===== config.mk =====
export PLATFORM = sky130hd
export DESIGN_NAME = pakout_gen
export DESIGN_NICKNAME = d
export VERILOG_FILES = /design/src/rtl/pakout_gen.sv
export SDC_FILE = /design/constraint.sdc
export NUM_CORES = 1
export LEC_CHECK = 0
export CAP_MARGIN = 30
export CORE_MARGIN = 1
export CORE_UTILIZATION = 55
export CTS_CLUSTER_SIZE = 14
export DETAILED_ROUTE_END_ITERATION = 8
export PLACE_DENSITY = 0.93
export RECOVER_POWER = 25
export SKIP_CTS_REPAIR_TIMING = 1
export SYNTH_ARGS = -nofsm -noshare
export SYNTH_HDL_FRONTEND = slang
export SYNTH_SLANG_ARGS = --single-unit

===== constraint.sdc =====
create_clock -name i_clk -period 2.12 [get_ports i_clk]
set_input_delay 0.424 -clock i_clk [delete_from_list [all_inputs] [get_ports i_clk]]
set_output_delay 0.424 -clock i_clk [all_outputs]
set_load 0.05 [all_outputs]

===== src/rtl/pakout_gen.sv =====
// NCH-channel req/ack packet source: per-channel address sweep, data counter, continuous or counted bursts.
// Arm to o_req is 2 cycles, min packet period is 3 cycles; a channel holds its fields in REQ until i_ack.
`timescale 1ns/1ps

`ifndef NS_ADDRESS_SIZE
`define NS_ADDRESS_SIZE 4
`endif
`ifndef NS_DATA_SIZE
`define NS_DATA_SIZE 8
`endif
`ifndef NS_REDUN_SIZE
`define NS_REDUN_SIZE 4
`endif

module pakout_gen #(
    parameter int NCH      = 2,
    parameter int MIN_ADDR = 1,
    parameter int MAX_ADDR = 3,
    parameter int ASZ      = `NS_ADDRESS_SIZE,
    parameter int DSZ      = `NS_DATA_SIZE,
    parameter int RSZ      = `NS_REDUN_SIZE,
    parameter int SRC_BASE = 3,
    parameter int INIT_DAT = 5,
    parameter int INIT_RED = 15,
    parameter int RED_MODE = 0,
    parameter int BW       = 16
) (
    input  logic               i_clk,
    input  logic               i_rst_n,
    input  logic               i_en,
    input  logic               i_start,
    input  logic [BW-1:0]      i_burst,
    output logic [NCH*ASZ-1:0] o_src,
    output logic [NCH*ASZ-1:0] o_dst,
    output logic [NCH*DSZ-1:0] o_dat,
    output logic [NCH*RSZ-1:0] o_red,
    output logic [NCH-1:0]     o_req,
    input  logic [NCH-1:0]     i_ack,
    output logic [NCH-1:0]     o_busy,
    output logic [NCH-1:0]     o_done
);

    typedef enum logic [1:0] {ST_IDLE, ST_LOAD, ST_REQ, ST_REL} state_e;

    localparam int WA = (ASZ > DSZ) ? ASZ : DSZ;
    localparam int WW = (WA > RSZ) ? WA : RSZ;
    localparam logic [ASZ-1:0] MIN_A = ASZ'(MIN_ADDR);
    localparam logic [ASZ-1:0] MAX_A = ASZ'(MAX_ADDR);
    localparam logic [RSZ-1:0] RED_C = RSZ'(INIT_RED);

    for (genvar k = 0; k < NCH; k++) begin : g_ch
        localparam logic [ASZ-1:0] SRC_K = ASZ'(SRC_BASE + k);
        localparam logic [DSZ-1:0] DAT_K = DSZ'(INIT_DAT + k);

        state_e         state_q;
        logic [ASZ-1:0] dst_q, dst_d;
        logic [DSZ-1:0] dat_q, cnt_q;
        logic [RSZ-1:0] red_q, red_d;
        logic [BW-1:0]  rem_q;
        logic           cont_q, first_q, req_q, done_q;

        // The sweep restarts at MIN_ADDR only for the very first packet after reset, not on every arm.
        always_comb begin
            dst_d = MIN_A;
            if (!first_q && (dst_q < MAX_A)) begin
                dst_d = dst_q + ASZ'(1);
            end
            red_d = RED_C;
            if (RED_MODE != 0) begin
                red_d = RSZ'(WW'(cnt_q) ^ WW'(dst_d) ^ WW'(SRC_K));
            end
        end

        always_ff @(posedge i_clk or negedge i_rst_n) begin
            if (!i_rst_n) begin
                state_q <= ST_IDLE;
                dst_q   <= MIN_A;
                dat_q   <= DAT_K;
                cnt_q   <= DAT_K;
                red_q   <= RED_C;
                rem_q   <= '0;
                cont_q  <= 1'b0;
                first_q <= 1'b1;
                req_q   <= 1'b0;
                done_q  <= 1'b0;
            end else begin
                done_q <= 1'b0;
                case (state_q)
                    ST_IDLE: begin
                        if (i_en && i_start) begin
                            rem_q   <= i_burst;
                            cont_q  <= (i_burst == '0);
                            state_q <= ST_LOAD;
                        end
                    end
                    ST_LOAD: begin
                        // Wait out a stale ack from the previous handshake before raising req.
                        if (!i_ack[k]) begin
                            dst_q   <= dst_d;
                            dat_q   <= cnt_q;
                            cnt_q   <= cnt_q + DSZ'(1);
                            red_q   <= red_d;
                            first_q <= 1'b0;
                            req_q   <= 1'b1;
                            state_q <= ST_REQ;
                        end
                    end
                    ST_REQ: begin
                        if (i_ack[k]) begin
                            req_q <= 1'b0;
                            if (!cont_q) begin
                                rem_q <= rem_q - BW'(1);
                            end
                            state_q <= ST_REL;
                        end
                    end
                    ST_REL: begin
                        if (!i_ack[k]) begin
                            if (!cont_q && (rem_q == '0)) begin
                                done_q  <= 1'b1;
                                state_q <= ST_IDLE;
                            end else if (!i_en) begin
                                state_q <= ST_IDLE;
                            end else begin
                                state_q <= ST_LOAD;
                            end
                        end
                    end
                    default: state_q <= ST_IDLE;
                endcase
            end
        end

        assign o_src[k*ASZ +: ASZ] = SRC_K;
        assign o_dst[k*ASZ +: ASZ] = dst_q;
        assign o_dat[k*DSZ +: DSZ] = dat_q;
        assign o_red[k*RSZ +: RSZ] = red_q;
        assign o_req[k]            = req_q;
        assign o_done[k]           = done_q;
        assign o_busy[k]           = (state_q != ST_IDLE);
    end

endmodule


==> metrics, run 1 <==
status complete, but fails checks; failing checks capacitance limit, slew limit; pwr/cell area 1390 nW/um2; Reg power frac 35.5%; first-pass GRT wire length 17790 um; Pleak 2.514 nW; CP delay by family, top buffers and inverters; initial core utilization 56.72%; top cells by count, synth nand2_1 (91), dfrtp_1 (72), o21ai_0 (30), nand3_1 (25), a21oi_1 (21); die area 8846 um2; RSZ-0062 raised after global routing no; Synth Warn # 0; vias in the first global route 3775; Synth Instances 508; post-synthesis sequential area ratio 45.42%; DR pass1 iterations 5; Row Count 33; max-cap violations 1; DRT antenna net count 0; Avg WL per Cell 15.59 um; Critical Path AT 1.58 ns; cell-internal power 4.252 mW; Final Setup Violations 0; Slew Viols, Final 35; Period minus WS final 2.000 ns; Rel. slew slack -24.61%; Clock Path Buffers 2; worst hold path class flop to flop; flops & latches, synth 84; Tightest Pin Transition 1.869 ns; top-count cell post-synth nand2_1; reg2reg setup slack 0.19 ns; Max VDD drop 0.6402 mV; Crit path largest cell delay 0.82 ns; detailed placer's ending HPWL 7993 um; pin count of the biggest net entering global routing 36; IO buf count 51; clk sinks 84; Finished Layout Cells 686; nets 614; CP cell instances clkdlybuf4s50_1; synthesis-to-finish area growth 19.84%; CTS HTree Levels 3; core area 8217 um2; Synth Area per Inst 9.175 um2; post-synth top area share 38.66%; Antenna diodes 0; Finished Cell Area 5585 um2; Crit-path slowest cell clkdlybuf4s50_1; Worst-path clk slew 0.09 ns; Die X-Extent 94.06 um; max frequency 0.4999 GHz; Most used DFF post-synth dfrtp_1; CTS Buf Count 9; GP Congestion 0.9060; Net Sw Power 3.512 mW; DR vias/cell 5.934; initial antenna violation count 0; TritonCTS clock tree done; Critical Path Fanout Max 3; 1st-iter DRT viols 244; Clock power frac 13.4%; Congestion Overflow GR 0; Post-Syn Area 4661 um2; Gate power share 51.1%; Area contributors post-synth dfrtp_1 (39%), nand2_1 (7.3%), dfstp_2 (6.8%), ha_1 (4.3%), buf_4 (3.2%); critical path data required time 1.70 ns; DRT Wirelength 10690 um; placed insts 670; DR vias 4071; Ports 68; Final Hold Vio Count 0; CP startpoint kind flop; DP Area 5396 um2; Clk Latency, worst-skew pair 0.36 ns; cell accounting for the most synthesized area dfrtp_1; CP Buf/Inv Count 1; drt drc 0; post-synth cell types 61; FFs w/ async S/R, synth 100.0%; sw frac 45.23%; die height 94.06 um; crit share post-route 94.35%; Worst Path Class, Setup flop to output port; GRT Overall Usage 26.04%; Post-synth EDFFs 0; Setup crit end kind output port; share of layout cells above drive strength 1 12.91%; skew final 0.01291 ns; Clock Tree Root clkbuf_8
-- flip-flops by register name, summed over array words and instances, names as in the netlist --
name / count
g_ch.first_q: 2
g_ch.dst_q: 8
g_ch.cnt_q: 16
g_ch.rem_q: 32
g_ch.req_q: 2
g_ch.dat_q: 16
g_ch.cont_q: 2
g_ch.done_q: 2
g_ch.state_q: 4
-- metal layers --
metal  track usage (%)  up-vias  part of all wire (%)
li1                  -     1921                     -
met4             9.744        0                   1.9
met1             34.07     1993                    43
met2             43.31      138                    49
met3             4.288       19                   5.4
met5                 0        -                     0
-- power groups by stage --
stage                     logic (mW)  clock network [mW]  registers (mW)
after floorplan                 2.39                   0            3.01
after global placement          3.77                   0            2.73
final                           3.96                1.04            2.76
after detailed placement        3.93                   0            2.78
after global routing            4.36                1.13            2.84
after CTS                       3.95                1.06            2.75
-- worst register-to-register path, cell delays in order, from the launching register on --
cell	delay [ns]
dfrtp_1	0.43
inv_1	0.11
ha_2	0.27
a21boi_2	0.27
a211o_1	0.19
buf_4	0.16
nor4_1	0.05
or3_1	0.34
-- per-stage QoR --
| stage | power, mW | setup TNS [ns] | setup WS, ns | utilization, % | hold WS, ns |
|---|---|---|---|---|---|
| after detailed placement | 6.708 | 0 | 0.03417 | 65.68 | 0.3967 |
| final | 7.764 | 0 | 0.1198 | 67.98 | 0.4678 |
| after global routing | 8.334 | 0 | 0.04903 | 67.98 | 0.4869 |
| after floorplan | 5.401 | 0 | 0.2393 | - | 0.1284 |
| after global placement | 6.505 | 0 | 0.1108 | 65.68 | 0.3931 |
| after CTS | 7.754 | -0.06342 | -0.04489 | 67.79 | 0.009381 |
-- cells by family after synthesis --
kind of cell / share of synthesized area [%]
and+or+nand+nor: 24.62
AOI/OAI and AO/OA: 15.19
DFF: 45.42
buffers and inverters: 6.335
adders and majority gates: 4.295
xor gates and xnor gates: 2.631
muxes: 1.342
other: 0.1611
-- final timing paths --
check                              startpoint                 to  depth (start not counted)
max                             g_ch[1].req_q           o_req[1]                          1
min                          g_ch[0].dat_q[2]   g_ch[0].dat_q[2]                          2
max reg2reg                g_ch[1].state_q[0]  g_ch[1].rem_q[10]                          7
min reg2reg                  g_ch[0].dat_q[2]   g_ch[0].dat_q[2]                          2
max in group asynchronous             i_rst_n   g_ch[0].cnt_q[2]                          2
min in group asynchronous             i_rst_n   g_ch[0].dst_q[1]                          1
-- cell type report --
| class | count | area (um2) |
|---|---|---|
| Clock buffer | 9 | 123.9 |
| Clock inverter | 7 | 50.05 |
| Fill cell | 636 | 2631 |
| Inverter | 15 | 56.30 |
| Multi-Input combinational cell | 383 | 2307 |
| Sequential cell | 84 | 2117 |
| Tap cell | 105 | 131.4 |
| Timing Repair Buffer | 83 | 799.5 |
-- cells in the final DEF (no fill, tap or decap), types with 7 or more instances in the layout --
cell	synthesis	routed
nand2_1	91	91
dfrtp_1	72	72
clkdlybuf4s50_1	0	42
buf_4	20	31
o21ai_0	30	30
nand3_1	25	25
a21oi_1	21	21
nor2_1	20	20
conb_1	2	16
inv_1	15	15
nor4_1	15	15
ha_1	16	15
xnor2_1	12	12
dfstp_2	12	12
nor3_1	11	11
clkbuf_8	0	9
nand4b_1	8	8
a2bb2oi_1	8	8
nand2b_1	7	7
and2_1	7	7
a22oi_1	7	7
a31oi_1	7	7
No activity file was read; power rests on OpenSTA's default activity.
==> run 2: changes to the inputs <==
Settings changed: HOLD_SLACK_MARGIN from default to 0.08.
==> run 2 against run 1 <==
The flow now finishes without violations. Combinational power barely moved. Clock power barely moved. Hold slack got worse by 0.00059 ns. Total power barely moved. Largest power group unchanged.
==> metrics, run 2 (synthesis gave the netlist of run 1 again) <==
Finished Layout Cells 687 (+0.15%); Critical Path AT 1.57 ns (about the same); CP startpoint kind flop; Clk Latency, worst-skew pair 0.36 ns (about the same); DR vias/cell 5.914 (-0.34%); Crit-path slowest cell clkdlybuf4s50_1; skew final 0.01292 ns (+0.00001000 ns); CTS HTree Levels 3 (unchanged); Worst-path clk slew 0.09 ns (about the same); worst hold path class flop to flop; DR vias 4063 (-0.20%); crit share post-route 94.13% (-0.22 points); most frequent cells in the layout nand2_1 (91), dfrtp_1 (72), clkdlybuf4s50_1 (42); Worst Path Class, Setup flop to output port; Period minus WS final 1.996 ns (-0.004604 ns); Gate power share 51.1% (about the same); detailed placer's ending HPWL 7993 um (unchanged); Tightest Pin Transition 0.8268 ns (-1.042 ns); Critical Path Fanout Max 3 (unchanged); cell-internal power 4.251 mW (about the same); worst setup path startpoint g_ch[1].req_q; status finished clean; Pleak 2.517 nW (about the same); drt drc 0 (unchanged); max-cap violations 0 (-1); CP Buf/Inv Count 1 (unchanged); clk sinks 84 (unchanged); CP cell instances clkdlybuf4s50_1; Reg with most FFs g_ch.rem_q; GRT Overall Usage 26.04% (unchanged); Clock Tree Root clkbuf_8; Finished Cell Area 5584 um2 (about the same); die area 8846 um2 (unchanged); DRT antenna net count 0 (unchanged); GP Congestion 0.9060 (unchanged); RSZ-0062 raised after global routing no; Clock power frac 13.4% (about the same); critical path data required time 1.70 ns (about the same); first-pass GRT wire length 17790 um (unchanged); CP delay by family, top buffers and inverters; max frequency 0.5011 GHz (+0.23%); Die X-Extent 94.06 um (unchanged); Total Power 7.768 mW (about the same); Crit path largest cell delay 0.82 ns (about the same); DR pass1 iterations 4 (-1); placed insts 670 (unchanged); Hold Crit Start g_ch[0].dat_q[2]; TritonCTS clock tree done; Congestion Overflow GR 0 (unchanged); IO buf count 51 (unchanged); Slew Viols, Final 0 (-100%); Setup crit end kind output port; Reg power frac 35.5% (about the same); Hold Slack 0.4672 ns (-0.0005950 ns); Net Sw Power 3.517 mW (+0.15%); Critical R2R Launch g_ch[1].state_q[0]; Antenna diodes 0 (unchanged); nets 615 (+0.16%); DRT Wirelength 10740 um (+0.41%); sw frac 45.28% (about the same); initial core utilization 56.72% (unchanged); Final Setup Violations 0 (unchanged); max reg flops 32 (unchanged); Avg WL per Cell 15.63 um (+0.27%); Final Hold Vio Count 0 (unchanged); vias in the first global route 3775 (unchanged); pin count of the biggest net entering global routing 36 (unchanged); core area 8217 um2 (unchanged); synthesis-to-finish area growth 19.81% (about the same); Clock Path Buffers 2 (unchanged); 1st-iter DRT viols 257 (+5.3%); die height 94.06 um (unchanged); Rel. slew slack 44.88% (+69 points); Ports 68 (unchanged); initial antenna violation count 0 (unchanged); Max VDD drop 0.6400 mV (about the same); share of layout cells above drive strength 1 13.06% (+0.15 points); CTS Buf Count 9 (unchanged); Row Count 33 (unchanged); DP Area 5396 um2 (unchanged); largest registers g_ch.rem_q x32, g_ch.cnt_q x16, g_ch.dat_q x16; pwr/cell area 1391 nW/um2 (about the same); commonest non-fill, non-tap cell in the layout nand2_1
[run 2: final cells by class]
cell class                      instances  area [um2]
Inverter                               15       56.30
Fill cell                             636        2633
Tap cell                              105       131.4
Multi-Input combinational cell        383        2307
Clock inverter                          7       50.05
Clock buffer                            9       123.9
Timing Repair Buffer                   84       798.3
Sequential cell                        84        2117
[run 2: path summary, 6_finish.rpt]
check                      cells past startpoint           endpoint  slack (ns)
min in group asynchronous                      2   g_ch[0].dst_q[1]        0.69
max in group asynchronous                      3  g_ch[1].rem_q[13]        0.40
min                                            2   g_ch[0].dat_q[2]        0.47
min reg2reg                                    2   g_ch[0].dat_q[2]        0.47
max reg2reg                                    7  g_ch[1].rem_q[10]        0.18
max                                            1           o_req[1]        0.12
[run 2: layer usage]
| layer | wire length (um) | up-vias | GRT usage (%) |
|---|---|---|---|
| met2 | 5243 | 136 | 43.31 |
| met5 | 0 | - | 0 |
| met4 | 191 | 0 | 9.744 |
| li1 | - | 1922 | - |
| met1 | 4733 | 1989 | 34.07 |
| met3 | 569 | 16 | 4.288 |
[run 2: per-stage QoR]
step / worst slack (ns) / util [%] / TNS, ns
2_1_floorplan: 0.2393 / - / 0
3_3_place_gp: 0.1108 / 65.68 / 0
3_5_place_dp: 0.03417 / 65.68 / 0
4_1_cts: -0.04489 / 67.79 / -0.06342
5_1_grt: 0.04903 / 67.96 / 0
6_report: 0.1244 / 67.96 / 0
[run 2: power groups by stage]
| stage | combinational [mW] | clock, mW | sequential (mW) |
|---|---|---|---|
| finish | 3.97 | 1.04 | 2.76 |
| global route | 4.36 | 1.13 | 2.84 |
| CTS | 3.95 | 1.06 | 2.75 |
| detailed placement | 3.93 | 0 | 2.78 |
| global placement | 3.77 | 0 | 2.73 |
| floorplan | 2.39 | 0 | 3.01 |
==> run 3: changes to the inputs <==
Settings changed: SLEW_MARGIN from default to 0.
==> results of run 3 <==
Final layout, timing and power as in run 2 (identical DEF).
